## config.mk

```make
export PLATFORM = sky130hd
export DESIGN_NAME = fetch_stage
export DESIGN_NICKNAME = d
export VERILOG_FILES = /design/src/rtl/fetch_stage.sv
export SDC_FILE = /design/constraint.sdc
export NUM_CORES = 1
export LEC_CHECK = 0
export CAP_MARGIN = 20
export CORE_MARGIN = 1.5
export CORE_UTILIZATION = 30
export DETAILED_ROUTE_END_ITERATION = 12
export GPL_TIMING_DRIVEN = 0
export MAX_ROUTING_LAYER = met4
export RECOVER_POWER = 25
export SLEW_MARGIN = 40
export SYNTH_ARGS = -nofsm -noshare
export SYNTH_HDL_FRONTEND = slang
export SYNTH_SLANG_ARGS = --single-unit
```

## constraint.sdc

```tcl
create_clock -name clk -period 3 [get_ports clk]
set_clock_uncertainty 0.05 [all_clocks]
set_input_delay 0.6 -clock clk [delete_from_list [all_inputs] [get_ports clk]]
set_output_delay 0.6 -clock clk [all_outputs]
set_load 0.01 [all_outputs]
```

## src/rtl/fetch_stage.sv

```systemverilog
`default_nettype none
// ============================================================================
// Module   : fetch_stage
// Purpose  : RISC-V instruction fetch. Holds the PC, addresses the ROM and
//            loads the IF/ID register. Supports stall, flush and redirect.
// Revision : 1.0  initial release
// ============================================================================
module fetch_stage #(
    parameter int          A_WIDTH   = 20,
    parameter logic [31:0] RESET_PC  = 32'h0000_0000,
    parameter logic [31:0] NOP_INSTR = 32'h0000_0013
) (
    input  logic               clk,
    input  logic               rst_n,
    input  logic               stall,
    input  logic               flush,
    input  logic               redirect_valid,
    input  logic [31:0]        redirect_target,
    output logic [A_WIDTH-1:0] imem_addr,
    input  logic [31:0]        imem_data,
    output logic [31:0]        id_instr,
    output logic [31:0]        id_pc,
    output logic [31:0]        id_pc_plus4,
    output logic               id_valid,
    output logic               misalign_err
);

    logic [31:0] pc;
    logic [31:0] pc_plus4;
    logic        target_misaligned;

    assign pc_plus4          = pc + 32'd4;
    assign imem_addr         = pc[A_WIDTH-1:0];
    assign target_misaligned = |redirect_target[1:0];

    always_ff @(posedge clk or negedge rst_n) begin
        if (!rst_n) begin
            pc <= RESET_PC;
        end else if (redirect_valid) begin
            pc <= {redirect_target[31:2], 2'b00};
        end else if (!stall) begin
            pc <= pc_plus4;
        end
    end

    // Redirect outranks stall so the wrong-path word never reaches decode.
    always_ff @(posedge clk or negedge rst_n) begin
        if (!rst_n) begin
            id_instr    <= NOP_INSTR;
            id_pc       <= 32'd0;
            id_pc_plus4 <= 32'd0;
            id_valid    <= 1'b0;
        end else if (redirect_valid) begin
            id_instr    <= NOP_INSTR;
            id_valid    <= 1'b0;
        end else if (stall) begin
            id_instr    <= id_instr;
            id_valid    <= id_valid;
        end else if (flush) begin
            id_instr    <= NOP_INSTR;
            id_valid    <= 1'b0;
        end else begin
            id_instr    <= imem_data;
            id_pc       <= pc;
            id_pc_plus4 <= pc_plus4;
            id_valid    <= 1'b1;
        end
    end

    always_ff @(posedge clk or negedge rst_n) begin
        if (!rst_n) begin
            misalign_err <= 1'b0;
        end else if (redirect_valid && target_misaligned) begin
            misalign_err <= 1'b1;
        end
    end

endmodule
`default_nettype wire

```

Word-level counts from Yosys, hierarchy flattened
Cells that the tools add are included.

Bits in registers: 130. Output and inout bits: 118.

$add $sub $neg: 1. Equal/unequal tests: 1. Mux-type cells: 8. Bitwise operators: 3. Reductions and logical operators: 3.

Operators by type and width (count): 32-bit 2-to-1 mux (5); 32-bit by 3-bit adder with 32-bit output, second input constant (1); 1-bit 2-to-1 mux (3); 1-bit inverter (3); 3-bit AND reduction (1); 2-bit by 1-bit inequality test with 1-bit output, second input constant (1); 2-bit OR reduction (1); 1-bit logical AND (1).

Logic depth before layout (Yosys ltp)
Gate-level depths: netlist of the first run.

Depth after elaboration: 3. Depth in mapped cells: 8.

Worst setup path after synthesis of the first run
Ideal clock, no wire load.

Path kind: flip-flop to flip-flop. From: register pc[2]. To: register id_pc_plus4[22]. Setup time: 82 ps. Arrival: 2153 ps. Data required time: 2868 ps. Path slack: 716 ps. Stages on the path, launching flop included: 7. Path buffers: 1. Cell sequence: dfrtp_1 -> ha_1 -> nand3_2 -> or4_1 -> buf_2 -> or4_1 -> a31oi_1.

Word-level cells in the longest chain between the ends: 1.

Ends and longest elaborated chain: start, declared (line 28) `logic [31:0] pc;`; start signal, assigned (line 40) `pc <= {redirect_target[31:2], 2'b00};`; start signal, assigned (line 42) `pc <= pc_plus4;`; 32-bit by 3-bit adder with 32-bit output (line 32) `assign pc_plus4 = pc + 32'd4;`; end signal, assigned (line 65) `id_pc_plus4 <= pc_plus4;`; end, declared (line 23) `output logic [31:0] id_pc_plus4,`.

No other way between the ends. A chain may end at the register's enable or synchronous reset.

Final worst setup path of the first run
From: register pc[2]. To: register id_pc_plus4[26].

Same word-level chain as after synthesis.

==> flow_summary.toml, run 1 <==
[run]
drv_cap = 0

[min_path]
hold_start = "id_pc_plus4[8]"
whs_path_depth = 2
worstHoldPathType = "reg -> reg"
worstHoldEndpoint = "id_pc_plus4[8]"

[placement]
dp_slack_ps = -18.6
io_buffers = 178
placed_cell_area_sq_mm = 0.00821
dpl.cell_count = 1068
place_congestion = 0.836
place_hpwl_mm = 13.8

[global_routing]
antenna_found_initial = 1
grt_max_degree = 47
grt_remaining_overflow = 0
grt_pass1_vias = 5183
grt_first_pass_wirelength_mm = 29.7
grt_use_total_pct = 19.9

[floorplan]
coreArea_sq_mm = 0.0196
core.rowCount = 51
die_x_um = 145
ioPinCount = 187
die_area_sq_mm = 0.0209
start_util_pct = 30.7
die_y_um = 145

[clock_tree]
cts_sinks = 124
cts_tree = "done"
ctsResizeCount = 0
htreeDepth = 4
worstSkewPairLatency_ps = 430
clock_path_buffers = 2
clk_pin_slew_worst_paths_ps = 60
post_cts_buffers = 0
cts_root_buffer = "clkbuf_16"
ctsHoldBuffers = 1
cts_made_buffers = 17

[timing]
max-slew-margin-rel_pct = 26.8
setup_viol = 0
setup_tns_ps = 0
report.final.slew_viol_count = 0
tightestPinTransition_ps = 1100
period_share_pct = 92.0
setup_ws_ps = 239
hold_viol = 0
min_period_ps = 2760
rsz0062_at_grt = "false"
fmax_ghz = 0.362
holdWs_ps = 426

[synthesis]
synthCells = 618
synth-main-ff-cell = "dfrtp_1"
syn_area_per_cell_sq_um = 9.73
synth_cell_types = 51
yosysTopAreaCell = "dfrtp_1"
synth-seq-cells = 124
async_reset_ff_share_pct = 100
synth_top_area_share_pct = 50.3
ys_seq_area_share_pct = 51.7
synth_edf_count = 0
ys_warn_count = 0
synthTopCellsByArea = "dfrtp_1 50%, nand2_1 8.7%, a22o_1 4.2%, buf_4 3.6%, o21ai_0 3.5%"
syn_area_sq_mm = 0.00601

[pwr]
intPower_mw = 3.93
sequentialPowerShare_pct = 37.7
vdd_drop_max_uv = 411
p_total_mw = 5.37
p_leak_nw = 3.66
p_clk_share_pct = 41.4
pwr-share-comb_pct = 20.8
p_sw_mw = 1.44
power_density_mw_per_mm2 = 608
switching_share_pct = 26.8

[final_layout]
fin_cells = 1102
layout.nets = 893
layout-drive-gt1-share_pct = 10.4
finish.utilization_pct = 45.1
area_growth_pct = 46.7
design_area_sq_mm = 0.00883
final_common_cell = "clkdlybuf4s50_1"
mostFrequentLayoutCells = "177 x clkdlybuf4s50_1, 140 x nand2_1, 121 x dfrtp_1, 42 x o21ai_0, 35 x clkbuf_1"

[setup_path]
reg2reg_slack_ps = 240
reg2reg_to = "id_pc_plus4[26]"
arrival_ps = 3060
rr_startpoint = "pc[2]"
crit_type = "reg -> reg"
worstSetupEndpointType = "flop"
r2r_cells = 6
crit_fanout = 10
worstPathRequired_ps = 3300
worstSetupStartpointType = "flop"

[routing]
drt_iter0_drc = 400
drcViolationCount = 0
drtAntennaViolNets = 0
routedWlPerCell_um = 17.6
vias_per_cell = 4.84
vias = 5335
routed_wl_mm = 19.4
dr.pass1.iters = 5

[status]
status = "completed"
-- synth_stat cells, drive strengths merged (9+ instances only) --
cell type and count:
a22o 29, a31oi 20, buf 41, clkbuf 39
dfrtp 121, nand2 140, nand3 16, nand4 16
nor2 25, o211ai 9, o21ai 42, or4 23
xnor2 19
-- worst max path at each step --
stage	startpoint	to	slack (ps)
after floorplan	pc[2]	id_pc_plus4[22]	720
after global placement	rst_n	id_pc_plus4[27]	-3880
after detailed placement	flush	id_pc[22]	-20
after CTS	pc[2]	id_pc_plus4[26]	280
after global routing	pc[2]	id_pc_plus4[26]	130
final	pc[2]	id_pc_plus4[26]	240
-- state kept, by name, summed over array words and instances (netlist names) --
name and count:
id_instr 32, id_pc 30, id_pc_plus4 30, pc 30
id_valid 1, misalign_err 1
-- power by group through the flow --
| stage | logic, mW | clock network, mW | registers, mW |
|---|---|---|---|
| 6_report | 1.12 | 2.22 | 2.02 |
| 5_1_grt | 1.22 | 2.35 | 2.05 |
| 4_1_cts | 1.14 | 2.26 | 2.02 |
| 3_5_place_dp | 1.13 | 0 | 2.05 |
| 3_3_place_gp | 1.12 | 0 | 2.05 |
| 2_1_floorplan | 0.413 | 0 | 2.10 |
-- kinds of logic after synthesis --
logic type                 Yosys count  synth area share (%)
other                                1                0.0623
AOI/OAI and AO/OA                  115                  12.9
xor gates and xnor gates            27                  3.93
and+or+nand+nor                    265                  21.7
muxes                                2                 0.354
DFF                                124                  51.7
adders and majority gates            1                 0.208
buffers and inverters               83                  9.22
-- routing by layer --
layer | share of wire, % | global-route usage, %
met5 | 0 | -
met4 | 1.5 | 5.79
met3 | 7.5 | 5.70
met2 | 45 | 29.2
met1 | 46 | 26.7
-- worst max-delay path, stage by stage (launching register included) --
cell and delay, ps:
dfrtp_1 580, ha_1 300, nand3_2 240, or4_1 600, buf_2 210, or4_1 510, a31oi_1 190
-- final cells by class --
type / count / area [sq um]
diodes: 1 / 2.50
well taps: 265 / 332
clock inverters: 9 / 161
flip-flops and latches: 124 / 3110
fillers: 1904 / 10800
plain buffers: 80 / 543
multi-input cells: 416 / 2370
repair buffers: 181 / 1830
clock buffers: 23 / 468
inverters: 3 / 11.3
No activity file was read; power rests on OpenSTA's default activity.
==> run 2: changes to the inputs <==
Settings changed: SLEW_MARGIN 40 to not set.
==> run 2 against run 1 <==
  * The run now ends with capacitance limit, slew limit left
  * Sequential share of layout area grew 0.23 points
  * Design area decreased by 0.64%
  * Largest power group unchanged
  * Power shrank 2.5%
  * Die area is the same
  * Via count shrank 0.22%
  * Non-clock buffer count is 2 lower
  * Register-to-register slack about the same
  * Sequential power about the same
==> flow_summary.toml, run 2 (synthesis gave the netlist of run 1 again) <==
[global_routing]
grt_remaining_overflow = 0
antenna_found_initial = 1
grt_busiest_layer = "met2"
met2_usage_pct = 28.9
use_met3_pct = 4.34
grt_first_pass_wirelength_mm = 29.8
grt_use_total_pct = 19.7
grt_max_degree = 86
grt_use_met1_pct = 27.0
grt_pass1_vias = 5164

[floorplan]
coreArea_sq_mm = 0.0196
die_x_um = 145
die_y_um = 145
ioPinCount = 187
die_area_sq_mm = 0.0209
core.rowCount = 51
start_util_pct = 30.7

[clock_tree]
post_cts_buffers = 0
htreeDepth = 4
cts_root_buffer = "clkbuf_16"
cts_sinks = 124
cts_made_buffers = 17
worstSkewPairLatency_ps = 420
clock_path_buffers = 2
cts_tree = "done"
clk_pin_slew_worst_paths_ps = 60
ctsResizeCount = 0
ctsHoldBuffers = 0

[setup_path]
r2r_cells = 6
cp-endpoint = "id_pc_plus4[22]"
startpoint = "pc[2]"
crit_type = "reg -> reg"
crit_fanout = 10
worstSetupStartpointType = "flop"
reg2reg_slack_ps = 230
worstSetupEndpointType = "flop"
reg2reg_to = "id_pc_plus4[22]"
worstPathRequired_ps = 3290
arrival_ps = 3060
rr_startpoint = "pc[2]"

[placement]
place_hpwl_mm = 13.6
io_buffers = 178
place_congestion = 0.836

[pwr]
power_density_mw_per_mm2 = 597
p_leak_nw = 3.64
vdd_drop_max_uv = 363
p_total_mw = 5.23

[timing]
tightestPinTransition_ps = 2270
rsz0062_at_grt = "false"
setup_tns_ps = 0
hold_viol = 0
period_share_pct = 92.2
report.final.slew_viol_count = 40
max-slew-margin-rel_pct = -51.4
fmax_ghz = 0.361
setup_viol = 0
min_period_ps = 2770

[routing]
vias_per_cell = 4.84
drt_iter0_drc = 387
dr.pass1.iters = 5
drtAntennaViolNets = 0
drcViolationCount = 0
routed_wl_mm = 19.1
vias = 5323
routedWlPerCell_um = 17.4

[final_layout]
fill_cells = 1909
mostFrequentLayoutCells = "177 x clkdlybuf4s50_1, 140 x nand2_1, 121 x dfrtp_1, 42 x o21ai_0, 32 x clkbuf_1"
layout-drive-gt1-share_pct = 10.7
ff_latch_area_sq_mm = 0.00311
layout.nets = 891
regMostFlops = "id_instr"
area_growth_pct = 45.8
final_common_cell = "clkdlybuf4s50_1"
largest_reg_flops = 32
multi_input_area_sq_mm = 0.00237

[run]
drv_cap = 1

[min_path]
worstHoldPathType = "reg -> reg"
hold_start = "id_valid"

[status]
status = "finished with violations"
violations = "capacitance limit, slew limit"
-- run 2: cell types whose count changed in the layout (fill, tap and decap cells not counted), sizes merged --
cell         before  now
inv               2    8
clkinvlp          2    3
bufinv            4    2
buf              43   42
clkbuf           63   58
dlygate4sd3       1    0
-- run 2: worst min path at each step --
stage                         endpoint  slack [ps]  cells past startpoint
after floorplan           id_instr[10]         250                      0
after global placement    misalign_err         400                      1
after detailed placement  misalign_err         410                      1
after CTS                        pc[5]          40                      1
after global routing          id_valid         440                      2
final                         id_valid         420                      2
-- run 2: metal layers --
layer | share of wire, % | vias up | routed length (um)
li1 | - | 2560 | -
met1 | 46 | 2540 | 8800
met2 | 46 | 205 | 8800
met3 | 6.8 | 18 | 1300
met4 | 1.2 | 0 | 237
met5 | 0 | - | 0
-- run 2: power breakdown --
part           leakage, nW  switching [mW]  internal, mW
sequential            1.54           0.148          1.88
combinational         1.81           0.505         0.608
clock                0.286           0.833          1.26
total                 3.64            1.49          3.75
-- run 2: metrics by stage --
stage               setup slack, ps  area (sq um)  instances  hold WS [ps]  util (%)
floorplan                       716          6030        623           254         -
global placement              -3880          8150       1066           402      41.6
detailed placement            -27.2          8180       1067           411      41.7
CTS                             272          8770       1099          35.1      44.8
global route                    103          8770       1100           439      44.8
finish                          233          8770       1100           425      44.8
-- run 2: final cells by class --
| type | count | share of cell area, % |
|---|---|---|
| inverter | 3 | 0.128 |
| buffer | 80 | 6.19 |
| timing repair buffer | 179 | 20.6 |
| multi-input combinational | 416 | 27.1 |
| sequential | 124 | 35.4 |
| tap | 265 | 3.78 |
| clock inverter | 14 | 1.83 |
| antenna | 1 | 0.0285 |
| clock buffer | 18 | 5.01 |
-- run 2: critical path, cell delays in order (launching register included) --
cell and delay [ps]:
dfrtp_1 590, ha_1 300, nand3_2 250, or4_1 590, buf_2 200, or4_1 510, a31oi_1 180
